## src/rtl/pw_pkg.sv

```systemverilog
// Shared constants and types for the password-to-MD4-block path.
// No logic; helper function is pure combinational.
// No flow control here; users handle backpressure.
package pw_pkg;

    localparam int PW_MAX_LEN   = 20;
    localparam int PW_CHAR_W    = 8;
    localparam int MD4_WORDS    = 16;
    localparam logic [7:0] MD4_PAD_BYTE = 8'h80;

    typedef logic [PW_MAX_LEN*PW_CHAR_W-1:0] pw_t;

    typedef enum logic {
        IDLE = 1'b0,
        EMIT = 1'b1
    } state_t;

    // Character 0 is the most significant byte of the bus.
    function automatic logic [PW_CHAR_W-1:0] char_at(input pw_t pw, input logic [4:0] idx);
        logic [PW_CHAR_W-1:0] c;
        c = '0;
        for (int j = 0; j < PW_MAX_LEN; j++) begin
            if (idx == 5'(j))
                c = pw[(PW_MAX_LEN*PW_CHAR_W-1) - PW_CHAR_W*j -: PW_CHAR_W];
        end
        return c;
    endfunction

endpackage

```

## src/rtl/pwblock_word.sv

```systemverilog
// Builds one 32-bit little-endian MD4 message word of the UTF-16LE padded password.
// Latency: purely combinational.
// Backpressure: none; output follows inputs.
module pwblock_word
    import pw_pkg::*;
(
    input  pw_t         password,
    input  logic [4:0]  length,
    input  logic [3:0]  index,
    output logic [31:0] word
);

    logic [5:0] byte_idx [4];
    logic [7:0] byte_val [4];

    always_comb begin
        for (int k = 0; k < 4; k++) begin
            byte_idx[k] = {index, 2'(k)};
            byte_val[k] = '0;
            if (byte_idx[k] == {length, 1'b0})
                byte_val[k] = MD4_PAD_BYTE;
            else if (!byte_idx[k][0] && (byte_idx[k][5:1] < length))
                byte_val[k] = char_at(password, byte_idx[k][5:1]);
        end

        word = {byte_val[3], byte_val[2], byte_val[1], byte_val[0]};
        // Bit length of the UTF-16 message, 16 bits per character.
        if (index == 4'd14)
            word = {23'd0, length, 4'd0};
        else if (index == 4'd15)
            word = '0;
    end

endmodule

```

## src/rtl/pwblock.sv

```systemverilog
// Captures a password on a trigger edge and streams its padded MD4 block as 16 words.
// Latency: word 0 valid the cycle after the start edge; one word per accepted cycle.
// Backpressure: out_ready low holds word/index/valid; build option PWBLOCK_PARALLEL_EN adds out_block.
module pwblock
    import pw_pkg::*;
#(
    parameter int MAX_LEN = PW_MAX_LEN
)(
    input  logic         clk,
    input  logic         rst_n,
    input  pw_t          in_password,
    input  logic [4:0]   in_length,
    input  logic         trigger,
    output logic [31:0]  out_word,
    output logic [3:0]   out_index,
    output logic         out_valid,
    input  logic         out_ready,
    output logic         out_last,
`ifdef PWBLOCK_PARALLEL_EN
    output logic [511:0] out_block,
`endif
    output logic         busy,
    output logic         completed,
    output logic         error
);

    state_t      state, state_nxt;
    logic        trig_q;
    logic        armed;
    logic        start;
    logic        capture;
    logic        len_bad;
    pw_t         pw_q;
    logic [4:0]  len_q;
    logic [3:0]  idx_q, idx_nxt;
    logic        completed_q, completed_nxt;
    logic        error_q, error_nxt;
    logic [31:0] gen_word;

    // A trigger held high through reset must not read as a fresh edge.
    assign start   = trigger & ~trig_q & armed;
    assign len_bad = in_length > 5'(MAX_LEN);

    always_ff @(posedge clk or negedge rst_n) begin
        if (!rst_n)
            state <= IDLE;
        else
            state <= state_nxt;
    end

    always_comb begin
        state_nxt     = state;
        capture       = 1'b0;
        idx_nxt       = idx_q;
        completed_nxt = 1'b0;
        error_nxt     = 1'b0;
        case (state)
            IDLE: begin
                if (start) begin
                    if (len_bad) begin
                        error_nxt = 1'b1;
                    end else begin
                        state_nxt = EMIT;
                        capture   = 1'b1;
                        idx_nxt   = 4'd0;
                    end
                end
            end
            EMIT: begin
                if (out_ready) begin
                    if (idx_q == 4'd15) begin
                        state_nxt     = IDLE;
                        completed_nxt = 1'b1;
                        idx_nxt       = 4'd0;
                    end else begin
                        idx_nxt = idx_q + 4'd1;
                    end
                end
            end
            default: state_nxt = IDLE;
        endcase
    end

    always_ff @(posedge clk or negedge rst_n) begin
        if (!rst_n) begin
            trig_q      <= 1'b0;
            armed       <= 1'b0;
            pw_q        <= '0;
            len_q       <= '0;
            idx_q       <= '0;
            completed_q <= 1'b0;
            error_q     <= 1'b0;
        end else begin
            trig_q      <= trigger;
            armed       <= 1'b1;
            idx_q       <= idx_nxt;
            completed_q <= completed_nxt;
            error_q     <= error_nxt;
            if (capture) begin
                pw_q  <= in_password;
                len_q <= in_length;
            end
        end
    end

    pwblock_word u_word (
        .password (pw_q),
        .length   (len_q),
        .index    (idx_q),
        .word     (gen_word)
    );

    assign out_valid = (state == EMIT);
    assign out_word  = out_valid ? gen_word : 32'd0;
    assign out_index = idx_q;
    assign out_last  = out_valid && (idx_q == 4'd15);
    assign busy      = (state == EMIT);
    assign completed = completed_q;
    assign error     = error_q;

`ifdef PWBLOCK_PARALLEL_EN
    logic [31:0]  blk_word [MD4_WORDS];
    logic [511:0] block_q;

    // Built from the live inputs so the whole block is ready at capture.
    for (genvar w = 0; w < MD4_WORDS; w++) begin : g_blk
        pwblock_word u_blk_word (
            .password (in_password),
            .length   (in_length),
            .index    (4'(w)),
            .word     (blk_word[w])
        );
    end

    always_ff @(posedge clk or negedge rst_n) begin
        if (!rst_n) begin
            block_q <= '0;
        end else if (capture) begin
            for (int w = 0; w < MD4_WORDS; w++)
                block_q[32*w +: 32] <= blk_word[w];
        end
    end

    assign out_block = block_q;
`endif

endmodule

```

## config.mk

```make
export PLATFORM = sky130hd
export DESIGN_NAME = pwblock
export DESIGN_NICKNAME = d
export VERILOG_FILES = /design/src/rtl/pw_pkg.sv /design/src/rtl/pwblock_word.sv /design/src/rtl/pwblock.sv
export SDC_FILE = /design/constraint.sdc
export NUM_CORES = 1
export LEC_CHECK = 0
export ABC_CLOCK_PERIOD_IN_PS = 2800
export CAP_MARGIN = 30
export CORE_MARGIN = 8
export CORE_UTILIZATION = 50
export DETAILED_ROUTE_END_ITERATION = 8
export GPL_TIMING_DRIVEN = 0
export PLACE_DENSITY = 0.83
export SYNTH_ARGS = -nofsm -noshare
export SYNTH_HDL_FRONTEND = slang
export SYNTH_SLANG_ARGS = --single-unit
```

## constraint.sdc

```tcl
create_clock -name clk -period 2.8 [get_ports clk]
set_input_delay 0.28 -clock clk [delete_from_list [all_inputs] [get_ports clk]]
set_output_delay 0.28 -clock clk [all_outputs]
set_load 0.01 [all_outputs]
```

==> qor.csv <==
metric,value,unit
clk_skew,0.005434,ns
DP HPWL,21.78,mm
mapped cell area,0.008558,mm^2
wire per inst,19.87,um
r2r worst-path depth,8,
area of the multi-input gates,0.004203,mm^2
Non-Filler Instances,1561,
asr flop ratio synth,100.0,%
Crit Path Category,flip-flop to output pin,
die area,0.02156,mm^2
register area share after synthesis,50.88,%
Post-Synth Adder-Cell Area,1.316,%
Worst-Margin Slew,0.7637,ns
count of pins over their slew limit,0,
drt total wl,31.02,mm
Max-cap violations,0,
Tcrit/Tclk final,109.1,%
CP endpoint kind,output pin,
crit path max fanout,9,
initial antenna violation count,0,
vias,8844,
reg-to-reg startpoint,busy,
Die Y,146.8,um
Worst Path Required,2.52,ns
clock sinks,174,
antenna diode count,0,
CP startpoint,out_index[0],
failing checks,"design-rule violations, negative setup slack",
Initial Utilization,50.35,%
post-DR vias/cell,5.666,
Post-synth top cells,"nand2_1 (469), dfrtp_1 (174), o21ai_0 (51)",
Peak Freq,327.2,MHz
GRT Overall Usage,28.52,%
Core Area,0.01700,mm^2
Worst Hold Class,primary input to flip-flop,
share of the synthesized area in the top cell type,50.88,%
outcome,"complete, but fails checks",
first-pass GRT wire length,48.39,mm
Layout Area Growth over Synthesis,45.69,%
CP max stage delay,0.46,ns
Total Nets Final,1501,
synthesized flop and latch total,174,
largest net degree at the start of global routing,100,
multiplexer area fraction after synthesis,0.3801,%
clk_lat worst skew,0.44,ns
Synth Area in Simple Gates,27.41,%
largest family of logic cells by synthesized area,simple AND/OR/NAND/NOR gates,
VDD IR max,0.7123,mV
Yosys top cell by area,dfrtp_1,
Finish-stage setup viols,16,
Synth Area in XOR/XNOR,0.1023,%
Worst Slack Setup Final,-0.2559,ns
drt pass-1 iters,9,
TritonCTS clock tree,yes,
vias in the first global route,9126,
total negative slack,-2.616,ns
number of port buffers,194,
R2R Setup Slk,0.30,ns
antenna-violating nets left,0,
slowest library cell on the worst path,dfrtp_2,
Synth area leaders,"dfrtp_1 (51%), nand2_1 (21%), o21ai_0 (3.0%)",
grt total ovfl,0,
Synth Area in Compound Gates,13.67,%
placed cells,1485,
FP Rows,48,
setup repair after global routing missed its margin,yes,
CP Capture Point,out_word[7],
register area,0.004359,mm^2
Pleak,5.974,nW
GPL Wtd Cong,0.9724,
Main synth FF type,dfrtp_1,
clock root cell,clkbuf_16,
Synth Warn #,0,
Power Dens Cells,1107,mW/mm^2
Residual DRC,1,
Top-Level Pins,210,
"Clk pin slew, worst setup/hold paths",0.07,ns
Worst setup SP type,flip-flop,
worst-case clock buffer depth,2,
Post-Synthesis Cells,1051,
Fill cells,1221,
ordered cell list for the critical path,buf_6 -> ha_4 -> nor2b_4 -> buf_6 -> buf_8 -> a221oi_1 -> nor3_4 -> nor3_1 -> o41ai_2 -> buf_2,
"EDFF count, synth",0,
startpoint of the worst hold path,trigger,
"Distinct cells, synth",55,
syn_area_per_cell,8.143,um^2
layout cell share with drive strength beyond 1,16.99,%
Slew headroom,49.09,%
crit-path most repeated cell,buf_6,
CTS buffer count,17,
Critical Path AT,2.78,ns
"Hold Vio Cnt, Final",0,
"count leader, synth",nand2_1,
R2R Path End,pw_q[128],
chip width,146.8,um
Starting DRT DRC Count,903,
total power,13.80,mW
min Tclk post-route,3.056,ns
htree depth,4,
final cells by class:
cell class | count | share of cell area (%)
sequential | 174 | 34.96
clock inverter | 15 | 1.676
multi-input combinational | 778 | 33.71
timing repair buffer | 239 | 18.41
inverter | 30 | 0.9533
buffer | 83 | 4.616
clock buffer | 17 | 3.412
tap | 225 | 2.258
per-layer routing:
metal / part of all wire [%] / vias to the layer above / track usage (%)
li1: - / 3964 / -
met1: 40 / 4200 / 34.96
met2: 46 / 541 / 45.46
met3: 8.7 / 139 / 7.444
met4: 5.3 / 0 / 15.15
met5: 0 / - / 0
cells in the final DEF (no fill, tap or decap), types with 13 or more instances in the layout:
cell type        instances
nand2_1                469
a21oi_1                 37
buf_4                   50
conb_1                  16
a221o_1                 13
clkdlybuf4s50_1        176
o21ai_0                 41
clkbuf_16               19
buf_6                   19
nor2_1                  26
inv_1                   27
nand3_1                 14
clkbuf_1                22
buf_2                   37
dfrtp_1                170
through the flow:
step | worst slack, ns | area, um^2 | hold slack [ns] | utilization, %
floorplan | 0.3287 | 8611 | -0.01559 | -
global placement | -5.426 | 10830 | 0.4577 | 63.74
detailed placement | -0.7444 | 10870 | 0.2818 | 63.94
CTS | -0.1720 | 12370 | 0.3433 | 72.79
global route | -0.3203 | 12470 | 0.3463 | 73.36
finish | -0.2559 | 12470 | 0.3357 | 73.36
state kept, by name, indices dropped and copies added (netlist names):
signal     count
pw_q         160
len_q          5
out_index      4
armed          1
busy           1
completed      1
error          1
trig_q         1
cell families (layout without fill, tap and decap cells):
| family | after synthesis | count (layout) |
|---|---|---|
| AND/OR/NAND/NOR | 570 | 570 |
| AO/OA/AOI/OAI | 180 | 180 |
| flip-flops | 174 | 174 |
| buffers and inverters | 113 | 384 |
| adder cells (fa/ha/maj) | 9 | 9 |
| other | 2 | 16 |
| multiplexers | 2 | 2 |
| XOR/XNOR | 1 | 1 |
worst min path at each step:
stage	endpoint	slack, ns	depth (start not counted)
after detailed placement	pw_q[43]	0.28	1
final	trig_q	0.34	1
after global routing	trig_q	0.35	1
after floorplan	armed	-0.02	0
after global placement	pw_q[59]	0.46	2
after CTS	trig_q	0.34	1
critical path: cells and delay by family (launching register included):
family	cells	cell delay, ns
buffers and inverters	4	0.67
and+or+nand+nor	3	0.54
DFF	1	0.46
AOI/OAI and AO/OA	2	0.45
adders and majority gates	1	0.20
power by group:
part           leakage, nW  switching [mW]  internal [mW]
sequential            2.17           0.896           3.73
clock                0.306            1.08           1.51
combinational         3.50            3.63           2.96
total                 5.97            5.61           8.20
what timing repair did:
item | in CTS | in global routing
setup buffers | 39 | 1
resized for setup | 214 | 26
gates cloned | 3 | 0
pin swaps | 61 | 16
endpoints found under the setup margin | 18 | 18
endpoints found under the hold margin | 75 | 0
hold buffers | 1 | 0
No activity file was read; power rests on OpenSTA's default activity.
